$ cat config.mk
export PLATFORM = sky130hd
export DESIGN_NAME = sim_ctrl_mmio
export DESIGN_NICKNAME = d
export VERILOG_FILES = /design/src/rtl/sim_ctrl_mmio.sv
export SDC_FILE = /design/constraint.sdc
export NUM_CORES = 1
export LEC_CHECK = 0
export ABC_CLOCK_PERIOD_IN_PS = 6450
export BUFFER_PORTS_ARGS = -buffer_cell sky130_fd_sc_hd__buf_4
export CAP_MARGIN = 40
export CORE_MARGIN = 5
export CORE_UTILIZATION = 40
export CTS_CLUSTER_SIZE = 14
export DETAILED_ROUTE_END_ITERATION = 12
export GPL_TIMING_DRIVEN = 1
export SKIP_LAST_GASP = 1
export SLEW_MARGIN = 20
export SYNTH_ARGS = -nofsm -noshare
export SYNTH_HDL_FRONTEND = slang
export SYNTH_SLANG_ARGS = --single-unit
$ cat constraint.sdc
create_clock -name clk_i -period 6.45 [get_ports clk_i]
set_clock_uncertainty 0.2 [all_clocks]
set_input_delay 0.3225 -clock clk_i [delete_from_list [all_inputs] [get_ports clk_i]]
set_output_delay 0.3225 -clock clk_i [all_outputs]
set_load 0.01 [all_outputs]
$ cat src/rtl/sim_ctrl_mmio.sv
// sim_ctrl_mmio: memory-mapped simulation control and performance monitor.
// Decodes CPU data-bus stores to a 32-byte window: console bytes go into a
// small FIFO toward a character consumer, a finish command raises a sticky
// fini_o. Four event counters are readable over the same window.
module sim_ctrl_mmio #(
  parameter logic [31:0] BASE_ADDR  = 32'h4000_8000,
  parameter int unsigned FIFO_DEPTH = 4,
  parameter int unsigned CNT_W      = 32
) (
  input  logic        clk_i,
  input  logic        rst_ni,
  input  logic [31:0] dbus_addr_i,
  input  logic        dbus_we_i,
  input  logic [31:0] dbus_wdata_i,
  input  logic        dbus_re_i,
  output logic [31:0] dbus_rdata_o,
  input  logic        cnt_en_i,
  input  logic        retire_i,
  input  logic        ctrl_tsfr_i,
  input  logic        br_misp_i,
  output logic        char_valid_o,
  output logic [7:0]  char_data_o,
  input  logic        char_ready_i,
  output logic        fini_o
);

  localparam int unsigned PTR_W = $clog2(FIFO_DEPTH);

  typedef enum logic [2:0] {
    OFF_CMD      = 3'd0,
    OFF_STATUS   = 3'd1,
    OFF_MCYCLE   = 3'd2,
    OFF_MINSTRET = 3'd3,
    OFF_BR_PRED  = 3'd4,
    OFF_BR_MISP  = 3'd5
  } reg_off_e;

  typedef enum logic [1:0] {
    CMD_NOP    = 2'b00,
    CMD_PUTC   = 2'b01,
    CMD_FINISH = 2'b10,
    CMD_CLEAR  = 2'b11
  } cmd_e;

  // Bus decode
  logic       hit;
  logic [2:0] off;
  logic       cmd_wr;
  cmd_e       cmd;

  // FIFO state
  logic [PTR_W:0] wr_ptr, rd_ptr;
  logic [7:0]     mem [FIFO_DEPTH];
  logic           fifo_full, fifo_empty;
  logic           push_req, push_ok, pop;
  logic           overflow;

  // Counters
  logic [CNT_W-1:0] mcycle, minstret, br_pred, br_misp;
  logic             cnt_adv, cnt_clear;

  logic [31:0] rd_val;

  assign hit    = (dbus_addr_i[31:5] == BASE_ADDR[31:5]);
  assign off    = dbus_addr_i[4:2];
  assign cmd_wr = dbus_we_i && hit && (off == OFF_CMD);
  assign cmd    = cmd_e'(dbus_wdata_i[17:16]);

  assign fifo_empty = (wr_ptr == rd_ptr);
  assign fifo_full  = (wr_ptr[PTR_W] != rd_ptr[PTR_W]) &&
                      (wr_ptr[PTR_W-1:0] == rd_ptr[PTR_W-1:0]);

  assign pop       = !fifo_empty && char_ready_i;
  assign push_req  = cmd_wr && (cmd == CMD_PUTC) && !fini_o;
  // A pop in the same cycle frees the slot, so a push into a full FIFO still lands.
  assign push_ok   = push_req && (!fifo_full || pop);
  assign cnt_adv   = cnt_en_i && !fini_o;
  assign cnt_clear = cmd_wr && (cmd == CMD_CLEAR);

  assign char_valid_o = !fifo_empty;
  assign char_data_o  = fifo_empty ? 8'h00 : mem[rd_ptr[PTR_W-1:0]];

  // FIFO pointers and overflow flag
  always_ff @(posedge clk_i or negedge rst_ni) begin
    if (!rst_ni) begin
      wr_ptr   <= '0;
      rd_ptr   <= '0;
      overflow <= 1'b0;
    end else begin
      if (push_ok) wr_ptr <= wr_ptr + (PTR_W + 1)'(1);
      if (pop)     rd_ptr <= rd_ptr + (PTR_W + 1)'(1);
      if (push_req && !push_ok) overflow <= 1'b1;
    end
  end

  // FIFO storage; contents are masked at the output while empty
  always_ff @(posedge clk_i) begin
    if (push_ok) mem[wr_ptr[PTR_W-1:0]] <= dbus_wdata_i[7:0];
  end

  // Sticky finish request
  always_ff @(posedge clk_i or negedge rst_ni) begin
    if (!rst_ni) begin
      fini_o <= 1'b0;
    end else if (cmd_wr && (cmd == CMD_FINISH)) begin
      fini_o <= 1'b1;
    end
  end

  // Event counters; clear takes priority over a coincident increment
  always_ff @(posedge clk_i or negedge rst_ni) begin
    if (!rst_ni) begin
      mcycle   <= '0;
      minstret <= '0;
      br_pred  <= '0;
      br_misp  <= '0;
    end else if (cnt_clear) begin
      mcycle   <= '0;
      minstret <= '0;
      br_pred  <= '0;
      br_misp  <= '0;
    end else if (cnt_adv) begin
      mcycle <= mcycle + CNT_W'(1);
      if (retire_i)                minstret <= minstret + CNT_W'(1);
      if (ctrl_tsfr_i)             br_pred  <= br_pred + CNT_W'(1);
      if (ctrl_tsfr_i && br_misp_i) br_misp <= br_misp + CNT_W'(1);
    end
  end

  // Read mux over pre-update state
  always_comb begin
    rd_val = '0;
    if (hit) begin
      case (off)
        OFF_STATUS:   rd_val = {28'd0, overflow, fini_o, fifo_empty, fifo_full};
        OFF_MCYCLE:   rd_val = 32'(mcycle);
        OFF_MINSTRET: rd_val = 32'(minstret);
        OFF_BR_PRED:  rd_val = 32'(br_pred);
        OFF_BR_MISP:  rd_val = 32'(br_misp);
        default:      rd_val = '0;
      endcase
    end
  end

  // Registered load data, zero when no load was issued
  always_ff @(posedge clk_i or negedge rst_ni) begin
    if (!rst_ni) begin
      dbus_rdata_o <= '0;
    end else begin
      dbus_rdata_o <= dbus_re_i ? rd_val : '0;
    end
  end

endmodule

==> reports/results.txt <==
TNS Setup - 0 ps
vias in the first global route - 7231
post_cts resized - 0
Top Ports - 115
Mapped Nets - 1026
area leader, netlist - dfrtp_1
peak fanout along the critical path - 11
gr ovfl total - 0
Routed WL - 24300 µm
Synth Register Bits - 200
Leak Pwr - 4.91 nW
Syn Std Cell Area - 0.00987 mm²
CP peak stage delay - 540 ps
first-pass GRT wire length - 39800 µm
# DRC - 0
Max clock buf depth - 2
initial antenna violation count - 0
Slew Viols, Final - 0
Via Count - 7433
minimum clock period - 3080 ps
CTS Buf Count - 17
Crit Path Class - in -> reg
largest net degree at the start of global routing - 67
Critical Path RT - 6340 ps
final core occ - 47.9%
die area - 0.0279 mm²
CP startpoint kind - input pin
Final nets - 1113
Final Hold Vio Count - 0
placed inst area - 0.0109 mm²
Die W - 167 µm
post-synth top area share - 42.6%
run status - finished, final reports clean
Area growth syn-to-layout - 18.1%
fraction of registers with async set/reset - 84.0%
Seq/Total Area, Yosys - 52.3%
area of the multi-input gates - 0.00443 mm²
CP cell instances - dlygate4sd3_1 -> buf_4 -> nor3_2 -> nand2_1 -> or4_1 -> nor3_1 -> and2_1
Clk pin slew, worst setup/hold paths - 70 ps
Final GP Congestion - 0.820
Post-synth top cells - dfrtp_1, nor2_1, xor2_1, a22oi_1, nand4_1
Fmax - 325 MHz
Final Cycle Share - 47.7%
number of clock sinks - 200
Diodes inserted - 0
worst skew pair latency - 440 ps
Core Area - 0.0243 mm²
Critical-path top delay cell - dlygate4sd3_1
worst vdd ir - 161 µV
Worst Tran Pin Value - 845 ps
CTS H-tree lvls - 4
Vias/cell - 5.43
Post-Layout Inst Area - 0.0117 mm²
clk root buf - clkbuf_16
Critical Path AT - 2960 ps
Pwr Total - 0.00268 W
register area - 0.00516 mm²
CTS tree - done
Post-Syn Instances - 944
initial DRC count - 534
Detail Route Antenna Nets - 0
ys flop type - dfrtp_1
post-DP HPWL - 17000 µm
share of cells above drive strength 1 - 16.9%
die height - 167 µm
top area cells in the synthesized netlist - dfrtp_1, edfxtp_1, xor2_1
DRT Pass-1 Iters - 5
Yosys warning total - 0
pwr/cell area - 230 mW/mm²
Mean Syn Cell Area - 10.5 µm²
number of fill cells - 2268
max_cap viols - 0
Initial Utilization - 40.6%
CP Capture Type - register
I/O Buffers - 90
type of the worst min-delay path - in -> reg
Post-synth EDFFs - 32
relative slew slack - 43.5%
wire per inst - 17.8 µm
All-Layer GR Usage - 17.7%
Setup Viol. Count Final - 0
RSZ-0062 raised after global routing - no
Rows - 57
post-synth cell types - 51
count leader, synth - dfrtp_1
-- timing repair --
| action | in CTS | in global routing |
|---|---|---|
| hold buffers | 14 | 0 |
| setup buffers | 0 | 0 |
| hold endpoints to repair | 77 | 0 |
-- power breakdown --
part / switching (W) / internal (W)
clock network: 0.000539 / 0.000525
logic: 0.000125 / 0.000159
registers: 0.0000432 / 0.00129
-- layer usage --
layer	part of all wire [%]	track usage, %	vias up
met5	0	0	-
met4	1.0	4.38	0
met3	4.4	2.51	17
met2	48	28.5	163
met1	47	25.6	3720
li1	-	-	3533
-- area by class of cell --
type / instances / share of cell area [%]
Clock inverter: 15 / 1.52
Sequential cell: 200 / 44.3
Tap cell: 324 / 3.48
Multi-Input combinational cell: 677 / 38.0
Timing Repair Buffer: 121 / 8.62
Inverter: 14 / 0.451
Clock buffer: 17 / 3.65
-- kinds of logic after synthesis --
| logic type | Yosys count | synth area share, % |
|---|---|---|
| mux | 13 | 2.36 |
| fa+ha+maj | 9 | 1.14 |
| xor+xnor | 125 | 11.1 |
| compound gates | 117 | 8.08 |
| simple gates | 413 | 22.0 |
| buf+inv | 67 | 3.03 |
| flops | 200 | 52.3 |
-- sequential cells by signal (all words and copies together) (netlist names) --
signal and count:
br_misp 32, br_pred 32, dbus_rdata_o 32, fini_o 1
mcycle 32, mem 32, minstret 32, overflow 1
rd_ptr 3, wr_ptr 3
-- cells in the final DEF, fill, tap and decap left out, types with 8 or more instances in the layout --
| cell | n |
|---|---|
| a21oi_1 | 30 |
| a21oi_2 | 10 |
| a22oi_1 | 60 |
| and2_1 | 10 |
| and3_1 | 16 |
| and4_1 | 15 |
| buf_4 | 102 |
| clkbuf_16 | 17 |
| dfrtp_1 | 168 |
| dlygate4sd3_1 | 14 |
| edfxtp_1 | 32 |
| ha_1 | 9 |
| inv_1 | 14 |
| mux4_2 | 8 |
| nand2_1 | 49 |
| nand3_1 | 45 |
| nand4_1 | 52 |
| nor2_1 | 142 |
| nor2b_1 | 12 |
| nor3_1 | 17 |
| nor4_1 | 15 |
| o21ai_0 | 8 |
| or3_1 | 10 |
| xnor2_1 | 46 |
| xor2_1 | 79 |
-- stage by stage --
step	hold WS, ps	instances	setup WS [ps]
2_1_floorplan	-173	944	3920
3_3_place_gp	274	1317	3390
3_5_place_dp	62.4	1320	3370
4_1_cts	89.2	1366	3350
5_1_grt	121	1368	3220
6_report	92.2	1368	3370
-- critical path, delay by kind of cell --
family	cells	cell delay, ps
buffers and inverters	2	720
AND/OR/NAND/NOR	5	1910
-- worst paths after layout --
path                                      startpoint                         to  slack [ps]  depth (start not counted)
max in group asynchronous                     rst_ni   minstret[11]$_DFFE_PN0P_        4600                          5
worst max register to register    fini_o$_DFFE_PN0P_        mem[2][5]$_DFFE_PP_        3780                          3
min in group asynchronous                     rst_ni      mcycle[5]$_DFFE_PN0P_         150                          2
worst min register to register  overflow$_DFFE_PN0P_       overflow$_DFFE_PN0P_         290                          1
worst min-delay path                  dbus_addr_i[3]  dbus_rdata_o[1]$_DFF_PN0_          90                          4
worst max-delay path                  dbus_addr_i[2]        mem[2][5]$_DFFE_PP_        3370                          7
No activity file was read; power rests on OpenSTA's default activity.
